===== src/rtl/pc_seq_pkg.sv =====
// Shared definitions for the program-counter sequencer.
// Optional return-address stack is enabled with macro PC_SEQ_RAS_EN.
package pc_seq_pkg;

  localparam int PC_SEQ_AW = 8;

  typedef enum logic [2:0] {
    NPC_INC,
    NPC_BR,
    NPC_JMP,
    NPC_CALL,
    NPC_RET,
    NPC_HOLD
  } npc_src_e;

endpackage


===== src/rtl/pc_ras.sv =====
// Circular return-address stack. When full, a push overwrites the oldest
// entry and latches the overflow flag. A pop while empty latches underflow.
// The push and pop strobes come from pc_seq, which never asserts both at once.
// If both did arrive together, pop would win.
module pc_ras
  import pc_seq_pkg::*;
#(
  parameter int AW    = PC_SEQ_AW,
  parameter int DEPTH = 4
) (
  input  logic                     clk,
  input  logic                     rst,
  input  logic                     push,
  input  logic                     pop,
  input  logic [AW-1:0]            push_data,
  output logic [AW-1:0]            top,
  output logic [$clog2(DEPTH):0]   cnt,
  output logic                     ovf,
  output logic                     unf
);

  localparam int PW = $clog2(DEPTH);
  localparam logic [PW:0] FULL = (PW+1)'(DEPTH);

  logic [AW-1:0] mem [DEPTH];
  logic [PW-1:0] wp;
  logic [PW-1:0] rp;

  // The newest entry sits one slot behind the write pointer.
  assign rp  = wp - PW'(1);
  assign top = mem[rp];

  // Entry storage needs no reset because the count decides which slots are valid.
  always_ff @(posedge clk) begin
    if (push && !pop) begin
      mem[wp] <= push_data;
    end
  end

  // Pointer, occupancy and sticky flags. Only reset clears the flags.
  always_ff @(posedge clk) begin
    if (rst) begin
      wp  <= '0;
      cnt <= '0;
      ovf <= 1'b0;
      unf <= 1'b0;
    end else if (pop) begin
      if (cnt != '0) begin
        wp  <= rp;
        cnt <= cnt - 1'b1;
      end else begin
        unf <= 1'b1;
      end
    end else if (push) begin
      wp <= wp + PW'(1);
      if (cnt == FULL) begin
        ovf <= 1'b1;
      end else begin
        cnt <= cnt + 1'b1;
      end
    end
  end

endmodule


===== src/rtl/pc_seq.sv =====
// Program-counter sequencer. It handles increment, relative branch,
// absolute jump, and optionally call/return.
// Define PC_SEQ_RAS_EN to build the return-address stack. Without it,
// call behaves as a jump and ret takes the increment path.
module pc_seq
  import pc_seq_pkg::*;
#(
  parameter int              AW        = PC_SEQ_AW,
  parameter int              RAS_DEPTH = 4,
  parameter logic [AW-1:0]   RST_VEC   = '0
) (
  input  logic                         clk,
  input  logic                         rst,
  input  logic                         stop,
  input  logic                         br_en,
  input  logic                         br_take,
  input  logic [AW-1:0]                br_off,
  input  logic                         jmp,
  input  logic                         call,
  input  logic                         ret,
  input  logic [AW-1:0]                jmp_addr,
  output logic [AW-1:0]                pc,
  output logic [$clog2(RAS_DEPTH):0]   ras_cnt,
  output logic                         ras_ovf,
  output logic                         ras_unf
);

  npc_src_e      src;
  logic [AW-1:0] nxt;
  logic [AW-1:0] pc_d;
  logic          ras_valid;

  // The offset has the same width as pc, so modulo addition handles sign extension.
  assign nxt = pc + AW'(1);

`ifdef PC_SEQ_RAS_EN
  logic [AW-1:0] ras_top;
  logic          ras_push;
  logic          ras_pop;

  assign ras_valid = (ras_cnt != '0);
  assign ras_push  = (src == NPC_CALL);
  assign ras_pop   = ret && !stop;

  pc_ras #(
    .AW    (AW),
    .DEPTH (RAS_DEPTH)
  ) u_ras (
    .clk       (clk),
    .rst       (rst),
    .push      (ras_push),
    .pop       (ras_pop),
    .push_data (nxt),
    .top       (ras_top),
    .cnt       (ras_cnt),
    .ovf       (ras_ovf),
    .unf       (ras_unf)
  );
`else
  assign ras_valid = 1'b0;
  assign ras_cnt   = '0;
  assign ras_ovf   = 1'b0;
  assign ras_unf   = 1'b0;
`endif

  // Choose the next-PC source. Priority is stop, ret, call, jmp, branch, then increment.
  always_comb begin
    src = NPC_INC;
    if (stop) begin
      src = NPC_HOLD;
    end else if (ret) begin
      src = ras_valid ? NPC_RET : NPC_INC;
    end else if (call) begin
      src = NPC_CALL;
    end else if (jmp) begin
      src = NPC_JMP;
    end else if (br_en && br_take) begin
      src = NPC_BR;
    end
  end

  // Compute the next PC value for the selected source.
  always_comb begin
    pc_d = nxt;
    case (src)
      NPC_HOLD: pc_d = pc;
      NPC_BR:   pc_d = nxt + br_off;
      NPC_JMP:  pc_d = jmp_addr;
      NPC_CALL: pc_d = jmp_addr;
`ifdef PC_SEQ_RAS_EN
      NPC_RET:  pc_d = ras_top;
`endif
      default:  pc_d = nxt;
    endcase
  end

  // PC register. Reset overrides everything, including stop.
  always_ff @(posedge clk) begin
    if (rst) begin
      pc <= RST_VEC;
    end else begin
      pc <= pc_d;
    end
  end

endmodule


===== config.mk =====
export PLATFORM = sky130hd
export DESIGN_NAME = pc_seq
export DESIGN_NICKNAME = d
export VERILOG_FILES = /design/src/rtl/pc_seq_pkg.sv /design/src/rtl/pc_ras.sv /design/src/rtl/pc_seq.sv
export SDC_FILE = /design/constraint.sdc
export NUM_CORES = 1
export LEC_CHECK = 0
export CAP_MARGIN = 20
export CORE_ASPECT_RATIO = 0.75
export CORE_MARGIN = 2
export CORE_UTILIZATION = 46
export CTS_BUF_LIST = sky130_fd_sc_hd__clkbuf_8 sky130_fd_sc_hd__clkbuf_16
export CTS_CLUSTER_SIZE = 10
export DETAILED_ROUTE_END_ITERATION = 8
export PLACE_DENSITY = 0.93
export SLEW_MARGIN = 5
export SYNTH_ARGS = -nofsm -noshare
export SYNTH_HDL_FRONTEND = slang
export SYNTH_SLANG_ARGS = --single-unit
export TNS_END_PERCENT = 30

===== constraint.sdc =====
create_clock -name clk -period 5.96 [get_ports clk]
set_clock_uncertainty 0.2 [all_clocks]
set_input_delay 1.788 -clock clk [delete_from_list [all_inputs] [get_ports clk]]
set_output_delay 1.788 -clock clk [all_outputs]
set_load 0.01 [all_outputs]

==> metrics.txt <==
# TYPE chip_impl_metric gauge
chip_impl_metric{name="detailedPlace.worstSlack",unit="ns"} 1.87
chip_impl_info{name="synth_largest_area_cell",value="sky130_fd_sc_hd__dfxtp_1"} 1
chip_impl_metric{name="synth-edff-count",unit=""} 0
chip_impl_info{name="largest_cells_by_area_after_synthesis",value="sky130_fd_sc_hd__dfxtp_1, sky130_fd_sc_hd__ha_1, sky130_fd_sc_hd__a221oi_1"} 1
chip_impl_metric{name="initial_utilization",unit="%"} 50.3
chip_impl_metric{name="placedInstanceArea",unit="µm²"} 1180
chip_impl_metric{name="post-dp-hpwl",unit="µm"} 1980
chip_impl_metric{name="global_route.overflow_total",unit=""} 0
chip_impl_metric{name="avgRoutedWirePerCell",unit="µm"} 15.4
chip_impl_metric{name="number_of_top_level_pins",unit=""} 37
chip_impl_info{name="path_class",value="in2reg"} 1
chip_impl_metric{name="core",unit="µm²"} 1770
chip_impl_metric{name="placement_rows",unit=""} 13
chip_impl_metric{name="worstMarginPinSlew",unit="ns"} 0.589
chip_impl_metric{name="power.density_cell_area",unit="nW/µm²"} 181
chip_impl_metric{name="nNetsFinal",unit=""} 172
chip_impl_metric{name="setup-violations-final",unit=""} 0
chip_impl_metric{name="insertion_delay_of_the_later_clocked_pin_in_the_worst_skew_pair",unit="ns"} 0.23
chip_impl_metric{name="post_cts_buffers",unit=""} 0
chip_impl_metric{name="path_clk_slew",unit="ns"} 0.04
chip_impl_metric{name="vdd.ir_drop.worst",unit="V"} 0.000108
chip_impl_metric{name="setup_total_negative_slack",unit="ns"} 0
chip_impl_metric{name="drive_above_1_share",unit="%"} 5.15
chip_impl_metric{name="vias",unit=""} 895
chip_impl_metric{name="cts_sinks",unit=""} 8
chip_impl_metric{name="finalCriticalPeriod",unit="ns"} 3.86
chip_impl_metric{name="postSynthCellCount",unit=""} 106
chip_impl_info{name="synth_common_cells",value="sky130_fd_sc_hd__inv_1, sky130_fd_sc_hd__a221oi_1, sky130_fd_sc_hd__ha_1"} 1
chip_impl_metric{name="global_route.usage.total",unit="%"} 23.4
chip_impl_metric{name="average_instance_area_after_synthesis",unit="µm²"} 8.42
chip_impl_metric{name="finalInstanceArea",unit="µm²"} 1230
chip_impl_metric{name="number_of_global_route_vias_before_repair",unit=""} 855
chip_impl_metric{name="cts_resized",unit=""} 0
chip_impl_metric{name="cell_count_of_the_worst_hold_path",unit=""} 2
chip_impl_metric{name="r2r_slack",unit="ns"} 3.26
chip_impl_metric{name="die_x",unit="µm"} 54.9
chip_impl_info{name="setup.worst_path.start_class",value="primary input"} 1
chip_impl_info{name="largest_register",value="pc"} 1
chip_impl_info{name="ys.flop_type",value="sky130_fd_sc_hd__dfxtp_1"} 1
chip_impl_metric{name="reg2reg_depth",unit=""} 9
chip_impl_metric{name="floorplan.die.height",unit="µm"} 42.1
chip_impl_metric{name="max_slew_margin",unit="%"} 60.5
chip_impl_metric{name="cp_data_required_time",unit="ns"} 5.89
chip_impl_metric{name="floorplan.die_area",unit="µm²"} 2310
chip_impl_metric{name="post_synth_instance_area",unit="µm²"} 892
chip_impl_metric{name="initialDrtViolationCount",unit=""} 28
chip_impl_info{name="type_of_the_tightest_min_delay_check",value="reg2reg"} 1
chip_impl_metric{name="fin_ws",unit="ns"} 2.10
chip_impl_metric{name="grt_antenna_before_repair",unit=""} 0
chip_impl_metric{name="antenna_violating_nets_post_route",unit=""} 0
chip_impl_metric{name="port-buffer-count",unit=""} 31
chip_impl_metric{name="synth.lib_cells_used.distinct",unit=""} 33
chip_impl_metric{name="ys_seq_elements",unit=""} 8
chip_impl_metric{name="number_of_flip_flops_under_the_largest_register_name",unit=""} 8
chip_impl_metric{name="worst_ep_arrival_time",unit="ns"} 3.80
chip_impl_metric{name="number_of_pins_with_negative_max_slew_slack_in_the_final_report",unit=""} 0
chip_impl_info{name="tritoncts",value="yes"} 1
chip_impl_info{name="rsz_0062_raised_after_global_routing",value="false"} 1
chip_impl_metric{name="leakage",unit="µW"} 0.000513
chip_impl_metric{name="maximum_number_of_buffers_from_clock_root_to_sink",unit=""} 2
chip_impl_metric{name="final_min_period_over_clock_period",unit="%"} 64.8
chip_impl_metric{name="detail_route.wirelength",unit="µm"} 2430
chip_impl_metric{name="grt_first_pass_wirelength",unit="µm"} 3910
chip_impl_metric{name="path_max_fanout",unit=""} 3
chip_impl_metric{name="area_delta_synth_final",unit="%"} 37.4
chip_impl_metric{name="ctsHtreeMaxLevel",unit=""} 1
chip_impl_metric{name="synthesis.yosys.warnings",unit=""} 0
chip_impl_metric{name="drt_pass1_iterations",unit=""} 4
chip_impl_metric{name="yosys.area.top_type_share",unit="%"} 18.0
chip_impl_metric{name="gp_weighted_congestion",unit=""} 0.866
chip_impl_metric{name="cts_made_buffers",unit=""} 3
chip_impl_metric{name="synth.yosys.seq_area_share",unit="%"} 18.0
chip_impl_metric{name="max_cap_violations",unit=""} 0
chip_impl_info{name="synth.most_common_cell",value="sky130_fd_sc_hd__inv_1"} 1
chip_impl_info{name="timing.critical_path.to_type",value="flop"} 1
chip_impl_info{name="cts_root_buf",value="sky130_fd_sc_hd__clkbuf_8"} 1
chip_impl_metric{name="cts_hold_buffers",unit=""} 0
chip_impl_metric{name="timing.final.hold_violations",unit=""} 0
chip_impl_info{name="run_status",value="finished clean"} 1
chip_impl_metric{name="n_antenna_cell",unit=""} 0
chip_impl_metric{name="synthArstFlopShare",unit="%"} 0
chip_impl_metric{name="grt_max_degree",unit=""} 17
chip_impl_metric{name="fmaxAchievable",unit="MHz"} 259
chip_impl_metric{name="post-route-drc-count",unit=""} 0
chip_impl_info{name="biggestRegsByFlops",value="pc (8)"} 1
chip_impl_metric{name="post_drt_via_cell_ratio",unit=""} 5.66
[worst max-delay path: stages]
cell and delay [ns]:
sky130_fd_sc_hd__clkdlybuf4s50_1 0.41, sky130_fd_sc_hd__ha_1 0.25, sky130_fd_sc_hd__fa_1 0.43, sky130_fd_sc_hd__a211oi_1 0.29, sky130_fd_sc_hd__o21ai_0 0.17, sky130_fd_sc_hd__nand3_1 0.11
sky130_fd_sc_hd__nand3_1 0.09, sky130_fd_sc_hd__a221oi_1 0.27
[cells by family (layout without fill, tap and decap cells)]
| group | after synthesis | count (layout) | synth area share [%] |
|---|---|---|---|
| XOR/XNOR | 11 | 11 | 12.3 |
| AO/OA/AOI/OAI | 36 | 36 | 30.4 |
| adder cells (fa/ha/maj) | 10 | 10 | 14.9 |
| buffers and inverters | 18 | 44 | 10.9 |
| flip-flops | 8 | 8 | 18.0 |
| AND/OR/NAND/NOR | 22 | 22 | 13.0 |
| other | 1 | 5 | 0.420 |
[metrics by stage]
stage               util [%]  power (µW)  hold slack (ns)  cells
floorplan                  -         121            0.304    110
global placement        66.8         151            0.313    155
detailed placement      66.8         155            0.329    155
CTS                     69.2         223            0.335    158
global route            69.2         237            0.358    158
finish                  69.2         222            0.331    158
[path summary, 6_finish.rpt]
path,startpoint,end
max,br_off[0],pc[6]$_SDFFE_PP0P_
min,pc[6]$_SDFFE_PP0P_,pc[6]$_SDFFE_PP0P_
max reg2reg,pc[1]$_SDFFE_PP0P_,pc[5]$_SDFFE_PP0P_
min reg2reg,pc[6]$_SDFFE_PP0P_,pc[6]$_SDFFE_PP0P_
[layer usage]
| metal | wire length [µm] | share of wire (%) | vias to the layer above | global-route usage [%] |
|---|---|---|---|---|
| met5 | 0 | 0 | - | 0 |
| li1 | - | - | 452 | - |
| met3 | 143 | 5.9 | 4 | 2.14 |
| met1 | 1120 | 46 | 408 | 32.6 |
| met2 | 1140 | 47 | 31 | 35.5 |
| met4 | 35 | 1.4 | 0 | 10.5 |
[final cells by class]
cell class / instances / area [µm²]
Timing Repair Buffer: 31 / 310
Clock buffer: 3 / 41.3
Tap cell: 22 / 27.5
Multi-Input combinational cell: 84 / 649
Fill cell: 138 / 547
Inverter: 10 / 37.5
Sequential cell: 8 / 160
[cell usage in the layout (no fill, tap or decap), types with 2 or more instances in the layout]
cell type,Yosys,layout
sky130_fd_sc_hd__clkdlybuf4s50_1,0,31
sky130_fd_sc_hd__inv_1,10,10
sky130_fd_sc_hd__a221oi_1,9,9
sky130_fd_sc_hd__ha_1,9,9
sky130_fd_sc_hd__dfxtp_1,8,8
sky130_fd_sc_hd__xnor2_1,7,7
sky130_fd_sc_hd__nand3_1,6,6
sky130_fd_sc_hd__a21oi_1,5,5
sky130_fd_sc_hd__nand2_1,5,5
sky130_fd_sc_hd__conb_1,1,5
sky130_fd_sc_hd__nor2_1,4,4
sky130_fd_sc_hd__o21ai_0,4,4
sky130_fd_sc_hd__xor2_1,3,3
sky130_fd_sc_hd__a21o_1,3,3
sky130_fd_sc_hd__a211oi_1,3,3
sky130_fd_sc_hd__clkbuf_8,0,3
sky130_fd_sc_hd__and3_1,2,2
sky130_fd_sc_hd__a221o_1,2,2
sky130_fd_sc_hd__o221a_1,2,2
sky130_fd_sc_hd__o211ai_1,2,2
sky130_fd_sc_hd__a31oi_1,2,2
[where the power goes]
part           leakage (µW)  total, µW  switching [µW]  internal [µW]
logic              0.000426       92.7            43.8           48.9
registers         0.0000663       63.0            5.01           58.0
clock network     0.0000216       66.6            22.7           43.9
total              0.000513        222            71.5            151
Power figures use the tool's default switching activity.
